--- src/rtl/grid_bank_scheduler.sv ---
// Ping-pong grid accumulator: read-modify-write into one bank while the other is read.
// Macro GRID_ACC_SAT_EN: words whose count is 255 refuse further samples.
module grid_bank_scheduler #(
  parameter int MAX_VALUE_ADDR = 80,
  parameter int GRID_SHIFT = 5
) (
  input  logic        clk,
  input  logic        rst_n,
  input  logic        zero_flag,
  input  logic        sample_valid,
  input  logic [15:0] sample_dist,
  input  logic [15:0] sample_gray,
  input  logic        seg_tick,
  input  logic        stat_busy,
  output logic        tannis_change,
  output logic        tannis1_acc_rden,
  output logic        tannis1_acc_wren,
  output logic [7:0]  tannis1_acc_addr,
  output logic [47:0] tannis1_acc_wrdata,
  input  logic [47:0] tannis1_acc_rddata,
  output logic        tannis2_acc_rden,
  output logic        tannis2_acc_wren,
  output logic [7:0]  tannis2_acc_addr,
  output logic [47:0] tannis2_acc_wrdata,
  input  logic [47:0] tannis2_acc_rddata,
  output logic        overrun,
  output logic [15:0] drop_cnt
);

  localparam logic [1:0] IDLE  = 2'd0;
  localparam logic [1:0] ACCUM = 2'd1;
  localparam logic [1:0] DRAIN = 2'd2;
  localparam logic [1:0] SWAP  = 2'd3;

  logic [1:0]  state;
  logic        s1_v, s2_v, s3_v, wr_v, h1_v, h2_v;
  logic        s1_b, s2_b, s3_b, wr_b;
  logic [7:0]  s1_i, s2_i, s3_i, wr_i, h1_i, h2_i;
  logic [15:0] s1_g, s2_g, s3_g;
  logic [15:0] s1_d, s2_d, s3_d;
  logic [47:0] wr_d, h1_d, h2_d;

  logic [15:0] raw;
  logic [7:0]  idx;
  logic        accept, drop_in, pipe_empty;
  logic [47:0] rd, base, word;
  logic        sat_hit, sat_drop;
  logic [1:0]  drop_inc;
  logic [16:0] drop_sum;

  assign raw = sample_dist >> GRID_SHIFT;
  assign idx = (raw > 16'(MAX_VALUE_ADDR)) ? 8'(MAX_VALUE_ADDR) : raw[7:0];

  assign accept     = (state == ACCUM) && sample_valid;
  assign drop_in    = sample_valid && ((state == DRAIN) || (state == SWAP));
  assign pipe_empty = !(s1_v || s2_v || s3_v);

  // RAM data is stale for the three youngest results; youngest match wins
  always_comb begin
    rd = s3_b ? tannis2_acc_rddata : tannis1_acc_rddata;
    base = rd;
    if (h2_v && (h2_i == s3_i)) base = h2_d;
    if (h1_v && (h1_i == s3_i)) base = h1_d;
    if (wr_v && (wr_i == s3_i)) base = wr_d;
  end

`ifdef GRID_ACC_SAT_EN
  assign sat_hit = (base[31:24] == 8'hFF);
`else
  assign sat_hit = 1'b0;
`endif

  assign word = sat_hit ? base :
    {base[47:32] + s3_g, base[31:24] + 8'd1, base[23:0] + {8'd0, s3_d}};

  assign sat_drop = s3_v && sat_hit;
  assign drop_inc = {1'b0, drop_in} + {1'b0, sat_drop};
  assign drop_sum = {1'b0, drop_cnt} + {15'd0, drop_inc};

  always_ff @(posedge clk or negedge rst_n) begin
    if (!rst_n) begin
      state <= IDLE;
      tannis_change <= 1'b0;
      overrun <= 1'b0;
      drop_cnt <= '0;
      s1_v <= 1'b0; s2_v <= 1'b0; s3_v <= 1'b0;
      wr_v <= 1'b0; h1_v <= 1'b0; h2_v <= 1'b0;
      s1_b <= 1'b0; s2_b <= 1'b0; s3_b <= 1'b0; wr_b <= 1'b0;
      s1_i <= '0; s2_i <= '0; s3_i <= '0;
      wr_i <= '0; h1_i <= '0; h2_i <= '0;
      s1_g <= '0; s2_g <= '0; s3_g <= '0;
      s1_d <= '0; s2_d <= '0; s3_d <= '0;
      wr_d <= '0; h1_d <= '0; h2_d <= '0;
    end else begin
      overrun <= 1'b0;
      unique case (1'b1)
        (state == IDLE):  if (zero_flag) state <= ACCUM;
        (state == ACCUM): if (seg_tick) state <= DRAIN;
        (state == DRAIN): if (pipe_empty) state <= SWAP;
        (state == SWAP): begin
          state <= ACCUM;
          if (stat_busy) overrun <= 1'b1;
          else tannis_change <= ~tannis_change;
        end
      endcase

      s1_v <= accept;
      s1_b <= tannis_change;
      s1_i <= idx;
      s1_g <= sample_gray;
      s1_d <= sample_dist;
      s2_v <= s1_v; s2_b <= s1_b; s2_i <= s1_i;
      s2_g <= s1_g; s2_d <= s1_d;
      s3_v <= s2_v; s3_b <= s2_b; s3_i <= s2_i;
      s3_g <= s2_g; s3_d <= s2_d;

      wr_v <= s3_v;
      wr_b <= s3_b;
      wr_i <= s3_v ? s3_i : 8'd0;
      wr_d <= s3_v ? word : 48'd0;
      h1_v <= wr_v; h1_i <= wr_i; h1_d <= wr_d;
      h2_v <= h1_v; h2_i <= h1_i; h2_d <= h1_d;

      if (zero_flag) drop_cnt <= '0;
      else if (drop_sum[16]) drop_cnt <= 16'hFFFF;
      else drop_cnt <= drop_sum[15:0];
    end
  end

  assign tannis1_acc_rden = s1_v && !s1_b;
  assign tannis2_acc_rden = s1_v && s1_b;
  assign tannis1_acc_wren = wr_v && !wr_b;
  assign tannis2_acc_wren = wr_v && wr_b;

  assign tannis1_acc_addr = tannis1_acc_wren ? wr_i :
                            tannis1_acc_rden ? s1_i : 8'd0;
  assign tannis2_acc_addr = tannis2_acc_wren ? wr_i :
                            tannis2_acc_rden ? s1_i : 8'd0;

  assign tannis1_acc_wrdata = tannis1_acc_wren ? wr_d : 48'd0;
  assign tannis2_acc_wrdata = tannis2_acc_wren ? wr_d : 48'd0;

endmodule

--- config.mk ---
export PLATFORM = sky130hd
export DESIGN_NAME = grid_bank_scheduler
export DESIGN_NICKNAME = d
export VERILOG_FILES = /design/src/rtl/grid_bank_scheduler.sv
export SDC_FILE = /design/constraint.sdc
export NUM_CORES = 1
export LEC_CHECK = 0
export ABC_AREA = 1
export ABC_CLOCK_PERIOD_IN_PS = 10100
export CORE_MARGIN = 4
export CORE_UTILIZATION = 58
export CTS_BUF_LIST = sky130_fd_sc_hd__clkbuf_8
export CTS_CLUSTER_DIAMETER = 80
export DETAILED_ROUTE_END_ITERATION = 10
export HOLD_SLACK_MARGIN = 0.15
export PLACE_DENSITY = 0.92
export SKIP_CTS_REPAIR_TIMING = 1
export SLEW_MARGIN = 5
export SYNTH_ARGS = -nofsm -noshare
export SYNTH_HDL_FRONTEND = slang
export SYNTH_SLANG_ARGS = --single-unit
--- constraint.sdc ---
create_clock -name clk -period 10.1 [get_ports clk]
set_clock_uncertainty 0.2 [all_clocks]
set_input_delay 2.02 -clock clk [delete_from_list [all_inputs] [get_ports clk]]
set_output_delay 2.02 -clock clk [all_outputs]
set_load 0.02 [all_outputs]
==> results of run 1 <==
how the worst max path moves through the flow:
stage | from | to | slack, ns
finish | tannis2_acc_rddata[32] | wr_d[44]$_DFF_PN0_ | 5.10
global route | s3_i[5]$_DFF_PN0_ | wr_d[18]$_DFF_PN0_ | 4.82
CTS | wr_v$_DFF_PN0_ | tannis1_acc_addr[3] | 5.15
detailed placement | tannis2_acc_rddata[32] | wr_d[44]$_DFF_PN0_ | 4.64
global placement | tannis2_acc_rddata[32] | wr_d[44]$_DFF_PN0_ | 4.76
floorplan | tannis2_acc_rddata[32] | wr_d[44]$_DFF_PN0_ | 5.58
layout make-up:
cell class	instances	area (µm²)
Clock buffer	61	840
Tap cell	319	399
Sequential cell	318	7960
Multi-Input combinational cell	944	5000
Fill cell	1568	5740
Inverter	172	646
Timing Repair Buffer	280	2780
Clock inverter	25	176
per-layer routing:
| metal | track usage (%) | part of all wire (%) | vias to the layer above |
|---|---|---|---|
| li1 | - | - | 5360 |
| met4 | 11.4 | 4.0 | 0 |
| met5 | 0 | 0 | - |
| met2 | 48.0 | 49 | 542 |
| met3 | 5.92 | 7.1 | 117 |
| met1 | 36.5 | 39 | 5673 |
power breakdown:
| part | total (W) | switching (W) | internal [W] |
|---|---|---|---|
| Clock | 0.00109 | 0.000495 | 0.000598 |
| Combinational | 0.00111 | 0.000716 | 0.000397 |
| Sequential | 0.00157 | 0.000111 | 0.00146 |
| Total | 0.00378 | 0.00132 | 0.00246 |
critical path, stage by stage:
cell             delay [ns]
clkdlybuf4s50_1        0.46
nor2_1                 0.04
o21ai_0                0.23
o211ai_1               0.15
a22oi_1                0.23
ha_1                   0.21
inv_1                  0.06
fa_1                   0.35
inv_1                  0.10
nand3_1                0.07
nand2_1                0.09
nand2_1                0.07
nand2_1                0.07
a21oi_1                0.08
o21ai_0                0.29
inv_1                  0.08
o21a_1                 0.21
o21ai_0                0.26
nand2_1                0.09
nand2_1                0.07
nor2_1                 0.04
stage by stage:
step / power (W) / std cells / setup slack [ns]
6_report: 0.00378 / 2119 / 5.10
5_1_grt: 0.00399 / 2119 / 4.82
4_1_cts: 0.00378 / 2117 / 5.15
3_5_place_dp: 0.00266 / 2031 / 4.64
3_3_place_gp: 0.00261 / 2031 / 4.76
2_1_floorplan: 0.00228 / 1490 / 5.58
registers in the layout, indices dropped and copies added (netlist names), 2 cells and up:
| name | count |
|---|---|
| state | 2 |
| s2_d | 16 |
| s3_g | 16 |
| h2_i | 8 |
| drop_cnt | 16 |
| s3_i | 8 |
| wr_i | 8 |
| h2_d | 48 |
| s2_i | 8 |
| h1_d | 48 |
| s1_g | 16 |
| h1_i | 8 |
| s2_g | 16 |
| s3_d | 16 |
| s1_d | 16 |
| wr_d | 48 |
| s1_i | 8 |
cells by family (layout without fill, tap and decap cells):
kind of cell	count (synthesis)	after routing	share of synthesized area, %
compound gates	274	274	11.1
flops	318	318	57.3
mux	27	27	1.95
other cells	1	1	0.0270
simple gates	575	575	17.4
xor+xnor	24	24	1.51
buf+inv	228	538	6.77
fa+ha+maj	43	43	3.98
placed cells by master (no fill, tap or decap), types with 5 or more instances in the layout:
master,synthesis,layout
nand3b_1,5,5
inv_2,10,10
nor3_1,10,10
inv_1,160,170
clkinv_2,0,8
nand3_1,68,68
clkbuf_8,0,61
buf_4,1,11
nand2_2,11,12
o211ai_1,17,17
xnor2_1,12,12
o21ai_0,94,94
ha_1,41,41
a21oi_1,110,110
mux2i_1,27,27
o22ai_1,19,19
nor2_2,7,5
dfrtp_1,318,317
a22oi_1,12,12
clkdlybuf4s50_1,0,266
xor2_1,12,12
nand2_1,208,207
nor2_1,248,248
==> metrics.yaml, run 1 <==
reg2reg_slack_ns: 5.16
whs_ns: 0.142
pin_count: 268
r2r-end: "wr_d[44]$_DFF_PN0_"
synth_flop_cell: "dfrtp_1"
async_flop_share_pct: 100
syn_nets: 1667
wl_um: 38000
wire_per_inst_um: 18.0
rsz0062_at_grt: "false"
seq_area_frac_synth_pct: 57.3
dieArea_mm2: 0.0265
finalSetupTns_ns: 0
synth_edf_count: 0
synthMostInstantiatedCell: "dfrtp_1"
syn_area_mm2: 0.0139
die_h_um: 163
synth_area_leaders: "dfrtp_1 57%, nor2_1 6.7%, nand2_1 5.6%, inv_1 4.3%, a21oi_1 4.0%"
cts_max_level: 2
worst_slew_pin_slew_ns: 1.00
start_util_pct: 59.0
r2r-start: "s3_i[0]$_DFF_PN0_"
yosysTopAreaCell: "dfrtp_1"
gp_congestion: 0.902
dp_hpwl_um: 26100
synth_cell_types: 48
setup_viol: 0
vdd_drop_max_mv: 0.130
worst_ep_arrival_time_ns: 5.26
status: "finished clean"
crit_required_ns: 10.35
min_path_cells: 0
fin_crit_sh_pct: 49.5
grt_pass1_vias: 11755
cts_tree: "built"
hold_violations: 0
clk_latency_ns: 0.57
synth_top_area_share_pct: 57.3
root_buffer: "clkbuf_8"
ys_ff_latch: 318
ff2ff_path_depth: 26
holdPathEnd: "s2_d[12]$_DFF_PN0_"
clk_pin_slew_ns: 0.07
remaining_drc_errors: 0
drv_cap: 0
cts_inserted_buffers: 48
antenna_found_initial: 0
hold_class: "register to register"
dr.first_iter.drc_count: 847
drtPass1Iterations: 5
leakagePower_nw: 8.42
nNetsFinal: 1941
die_w_um: 163
layout-drive-gt1-share_pct: 7.50
place_area_mm2: 0.0168
crit_path_start_kind: "input pin"
clock_sinks: 318
final_area_mm2: 0.0178
max_slew_margin_pct: 33.1
cp_max_fo: 3
synthCells: 1490
vias: 11692
port_buffers: 267
area_growth_pct: 28.2
grt_pass1_wl_um: 60300
final_util_pct: 75.6
track_usage_pct: 28.5
fin_crit_ns: 5.00
power_per_cell_area_mw_per_mm2: 212
fp.coreArea_mm2: 0.0235
antenna_cells: 0
ant_nets: 0
min_from: "s1_d[12]$_DFF_PN0_"
overflow: 0
critPathKind: "input pin to register"
drv_slew: 0
grt_max_degree: 106
endpoint_kind: "register"
rows: 56
ctsLongestPathBuffers: 3
syn_avg_cell_area_um2: 9.32
yosys_warnings: 0
vias_per_cell: 5.52
synth_common_cells: "318 x dfrtp_1, 248 x nor2_1, 208 x nand2_1"
fmax_mhz: 200
Power figures use the tool's default switching activity.
==> run 2, diff against run 1 <==
- ABC_CLOCK_PERIOD_IN_PS: 10100 -> 4800
- CORE_UTILIZATION: 58 -> 54
- PLACE_DENSITY: 0.92 -> 0.87
- clock period: 10.1 -> 4.8 ns (I/O delays scaled with it)
==> metrics.yaml, run 2 (synthesis results as in run 1) <==
wl_um: 37600
worst_slew_pin_slew_ns: 1.18
grtUsageMet1_pct: 33.7
cp_common_cell: "nand2_1"
slowest_delay_ns: 0.46
min_from: "s2_g[14]$_DFF_PN0_"
cp-endpoint: "wr_d[44]$_DFF_PN0_"
grt_pass1_vias: 11972
power_per_cell_area_mw_per_mm2: 450
die_h_um: 168
area_growth_pct: 29.6
cts_max_level: 2
fin_crit_ns: 4.47
drtPass1Iterations: 5
grt_max_degree: 99
crit_required_ns: 5.05
start_util_pct: 55.0
layout-drive-gt1-share_pct: 8.15
track_usage_pct: 26.1
rsz0062_at_grt: "false"
fmax_mhz: 224
vias: 11526
clk_pin_slew_ns: 0.06
critPathKind: "register to register"
root_buffer: "clkbuf_8"
ff2ff_path_depth: 25
rows: 58
pin_count: 268
drv_slew: 0
endpoint_kind: "register"
clk_latency_ns: 0.57
layout_common_cells: "317 x dfrtp_1, 266 x clkdlybuf4s50_1, 248 x nor2_1"
dr.first_iter.drc_count: 845
overflow: 0
max_slew_margin_pct: 21.1
hold_class: "register to register"
setup.worst_path.start: "s3_i[2]$_DFF_PN0_"
grt_util_met2_pct: 44.8
status: "finished clean"
ctsLongestPathBuffers: 3
fp.coreArea_mm2: 0.0253
fin_crit_sh_pct: 93.2
wire_per_inst_um: 17.5
vias_per_cell: 5.37
fin_cells: 2145
finalSetupTns_ns: 0
drv_cap: 0
reg2reg_slack_ns: 0.33
setup_viol: 0
remaining_drc_errors: 0
grt_pass1_wl_um: 60200
antenna_found_initial: 0
mostFrequentLayoutCell: "dfrtp_1"
vdd_drop_max_mv: 0.253
hold_violations: 0
die_w_um: 168
clock_sinks: 318
cp_max_fo: 26
antenna_cells: 0
r2r-start: "s3_i[2]$_DFF_PN0_"
top_usage_layer: "met2"
ant_nets: 0
worst_ep_arrival_time_ns: 4.73
port_buffers: 267
gp_congestion: 0.984
worst_path_max_delay_cell: "dfrtp_1"
r2r-end: "wr_d[44]$_DFF_PN0_"
cts_inserted_buffers: 51
dp_cells: 2051
nNetsFinal: 1952
dp_hpwl_um: 26700
crit_path_start_kind: "register"
dieArea_mm2: 0.0283
largest_registers: "h1_d (48), h2_d (48), wr_d (48)"
grt_use_met3_pct: 3.78
leakagePower_nw: 8.54
cts_tree: "built"
## run 2: how the worst min path moves through the flow
stage,endpoint,slack [ns],depth (start not counted)
2_1_floorplan,s2_d[0]$_DFF_PN0_,0.13,0
3_3_place_gp,s3_i[0]$_DFF_PN0_,0.13,0
3_5_place_dp,s2_d[14]$_DFF_PN0_,0.13,0
4_1_cts,s3_g[8]$_DFF_PN0_,0.14,0
5_1_grt,s2_d[14]$_DFF_PN0_,0.15,0
6_report,s3_g[14]$_DFF_PN0_,0.14,0
## run 2: final cells by class
type                    count  area [µm²]
clock buffers              63         867
clock inverters            30         243
fillers                  1799        7260
inverters                 172         646
multi-input cells         944        5000
flip-flops and latches    318        7960
well taps                 330         413
repair buffers            288        2860
## run 2: through the flow
| stage | hold slack (ns) | total power [W] | setup WS, ns | cell area, µm² | util [%] |
|---|---|---|---|---|---|
| 2_1_floorplan | 0.131 | 0.00480 | 1.07 | 13900 | - |
| 3_3_place_gp | 0.133 | 0.00552 | 0.529 | 16900 | 66.8 |
| 3_5_place_dp | 0.135 | 0.00563 | 0.475 | 16900 | 66.8 |
| 4_1_cts | 0.143 | 0.00810 | 0.403 | 18000 | 71.2 |
| 5_1_grt | 0.151 | 0.00854 | 0.0402 | 18000 | 71.2 |
| 6_report | 0.144 | 0.00809 | 0.327 | 18000 | 71.2 |
## run 2: routing by layer
layer  vias to the layer above  part of all wire (%)
met5                         -                     0
li1                       5386                     -
met3                       104                   6.3
met1                      5527                    41
met2                       509                    50
met4                         0                   3.3
## run 2: where the power goes
part           leakage, nW  internal (W)  switching, W
combinational         3.80      0.000844       0.00146
sequential            4.11       0.00308      0.000270
clock                0.623       0.00141       0.00104
## run 2: critical path: cells and delay by family, from the launching register on
kind | cells | cell delay (ns)
simple gates | 13 | 1.47
buf+inv | 3 | 0.23
flops | 1 | 0.46
compound gates | 7 | 1.41
fa+ha+maj | 2 | 0.55
==> run 3, diff against run 2 <==
- CTS_CLUSTER_SIZE: default -> 16
==> metrics.yaml, run 3 (synthesis results as in run 1) <==
status: "finished clean"
fp.coreArea_mm2: 0.0253
top_usage_layer: "met2"
leakagePower_nw: 8.09
slowest_delay_ns: 0.47
dr.first_iter.drc_count: 830
area_growth_pct: 23.9
grt_pass1_wl_um: 58000
fmax_mhz: 229
port_buffers: 267
fin_crit_ns: 4.37
ctsLongestPathBuffers: 3
clk_pin_slew_ns: 0.10
start_util_pct: 55.0
min_from: "s2_d[1]$_DFF_PN0_"
dieArea_mm2: 0.0283
layout_common_cells: "317 x dfrtp_1, 266 x clkdlybuf4s50_1, 248 x nor2_1"
overflow: 0
endpoint_kind: "register"
place_area_mm2: 0.0169
nNetsFinal: 1923
wire_per_inst_um: 17.5
layout-drive-gt1-share_pct: 5.27
r2r-start: "s3_i[2]$_DFF_PN0_"
crit_path_start_kind: "register"
cp_common_cell: "nand2_1"
clock_sinks: 318
path_delay_family: "simple AND/OR/NAND/NOR gates"
fin_crit_sh_pct: 91.0
drv_slew: 0
setup.worst_path.start: "s3_i[2]$_DFF_PN0_"
setup_viol: 0
dp_hpwl_um: 26700
holdPathEnd: "s3_d[1]$_DFF_PN0_"
largest_registers: "h1_d (48), h2_d (48), wr_d (48)"
hold_violations: 0
cts_max_level: 1
reg2reg_slack_ns: 0.43
drv_cap: 0
root_buffer: "clkbuf_8"
track_usage_pct: 25.1
pin_count: 268
remaining_drc_errors: 0
wl_um: 36300
rsz0062_at_grt: "false"
antenna_cells: 0
fillers: 1923
ant_nets: 0
die_w_um: 168
grt_use_met3_pct: 3.22
grt_max_degree: 99
worst_slew_pin_slew_ns: 1.18
min_path_cells: 0
max_slew_margin_pct: 21.3
die_h_um: 168
cts_inserted_buffers: 23
r2r-end: "wr_d[44]$_DFF_PN0_"
grtUsageMet1_pct: 33.5
vias_per_cell: 5.40
cts_tree: "built"
hold_class: "register to register"
drtPass1Iterations: 5
finalSetupTns_ns: 0
vias: 11209
power_per_cell_area_mw_per_mm2: 398
multi_input_area_mm2: 0.00500
final_area_mm2: 0.0172
worst-path-buf-inv: 3
rows: 58
antenna_found_initial: 0
mostFrequentLayoutCell: "dfrtp_1"
ff2ff_path_depth: 25
gp_congestion: 0.984
vdd_drop_max_mv: 0.229
seq_area_mm2: 0.00796
grt_pass1_vias: 11356
clk_latency_ns: 0.56
cp_max_fo: 26
worst_ep_arrival_time_ns: 4.60
worst_path_max_delay_cell: "dfrtp_1"
grt_util_met2_pct: 43.7
crit_required_ns: 5.03
critPathKind: "register to register"
## run 3: cell types whose count changed in the layout (fill, tap and decap cells not counted)
cell	before	now
clkbuf_8	63	24
inv_1	173	161
clkinv_2	10	0
bufinv_16	4	0
clkinvlp_4	2	0
inv_6	1	0
dlygate4sd3_1	1	0
## run 3: final cells by class
type                       count  area share, %
clock inverter                 1         0.0218
clock buffer                  24           1.92
sequential                   318           46.3
inverter                     172           3.75
timing repair buffer         287           16.6
tap                          330           2.40
multi-input combinational    944           29.1
## run 3: per-layer routing
metal	wire length, µm	vias up	part of all wire, %
li1	-	5284	-
met1	15300	5436	42
met2	18000	415	49
met3	2080	74	5.7
met4	970	0	2.7
met5	0	-	0
## run 3: metrics by stage
| step | hold WS [ns] | utilization, % | cells | setup WS [ns] | power (W) |
|---|---|---|---|---|---|
| finish | 0.140 | 68.1 | 2076 | 0.432 | 0.00685 |
| global route | 0.153 | 68.1 | 2076 | 0.0499 | 0.00726 |
| CTS | 0.151 | 68.1 | 2076 | 0.487 | 0.00686 |
| detailed placement | 0.135 | 66.8 | 2051 | 0.475 | 0.00563 |
| global placement | 0.133 | 66.8 | 2051 | 0.529 | 0.00552 |
| floorplan | 0.131 | - | 1490 | 1.07 | 0.00480 |
## run 3: power by group
group,switching [W],internal (W),leakage [nW]
sequential,0.000266,0.00307,4.11
clock,0.000791,0.000449,0.178
combinational,0.00143,0.000842,3.80
total,0.00249,0.00436,8.09
## run 3: worst reg2reg max path, delay by kind of cell, from the launching register on
family                   cells  cell delay (ns)
AO/OA/AOI/OAI                7             1.33
adder cells (fa/ha/maj)      2             0.55
buffers and inverters        3             0.23
flip-flops                   1             0.47
AND/OR/NAND/NOR             13             1.48
## run 3: how the worst max path moves through the flow
stage               cells past startpoint  slack [ns]                 end
finish                                 25        0.43  wr_d[44]$_DFF_PN0_
global placement                       21        0.53  wr_d[44]$_DFF_PN0_
CTS                                    25        0.49  wr_d[44]$_DFF_PN0_
floorplan                              25        1.07  wr_d[44]$_DFF_PN0_
global route                           24        0.05  wr_d[18]$_DFF_PN0_
detailed placement                     20        0.48  wr_d[18]$_DFF_PN0_
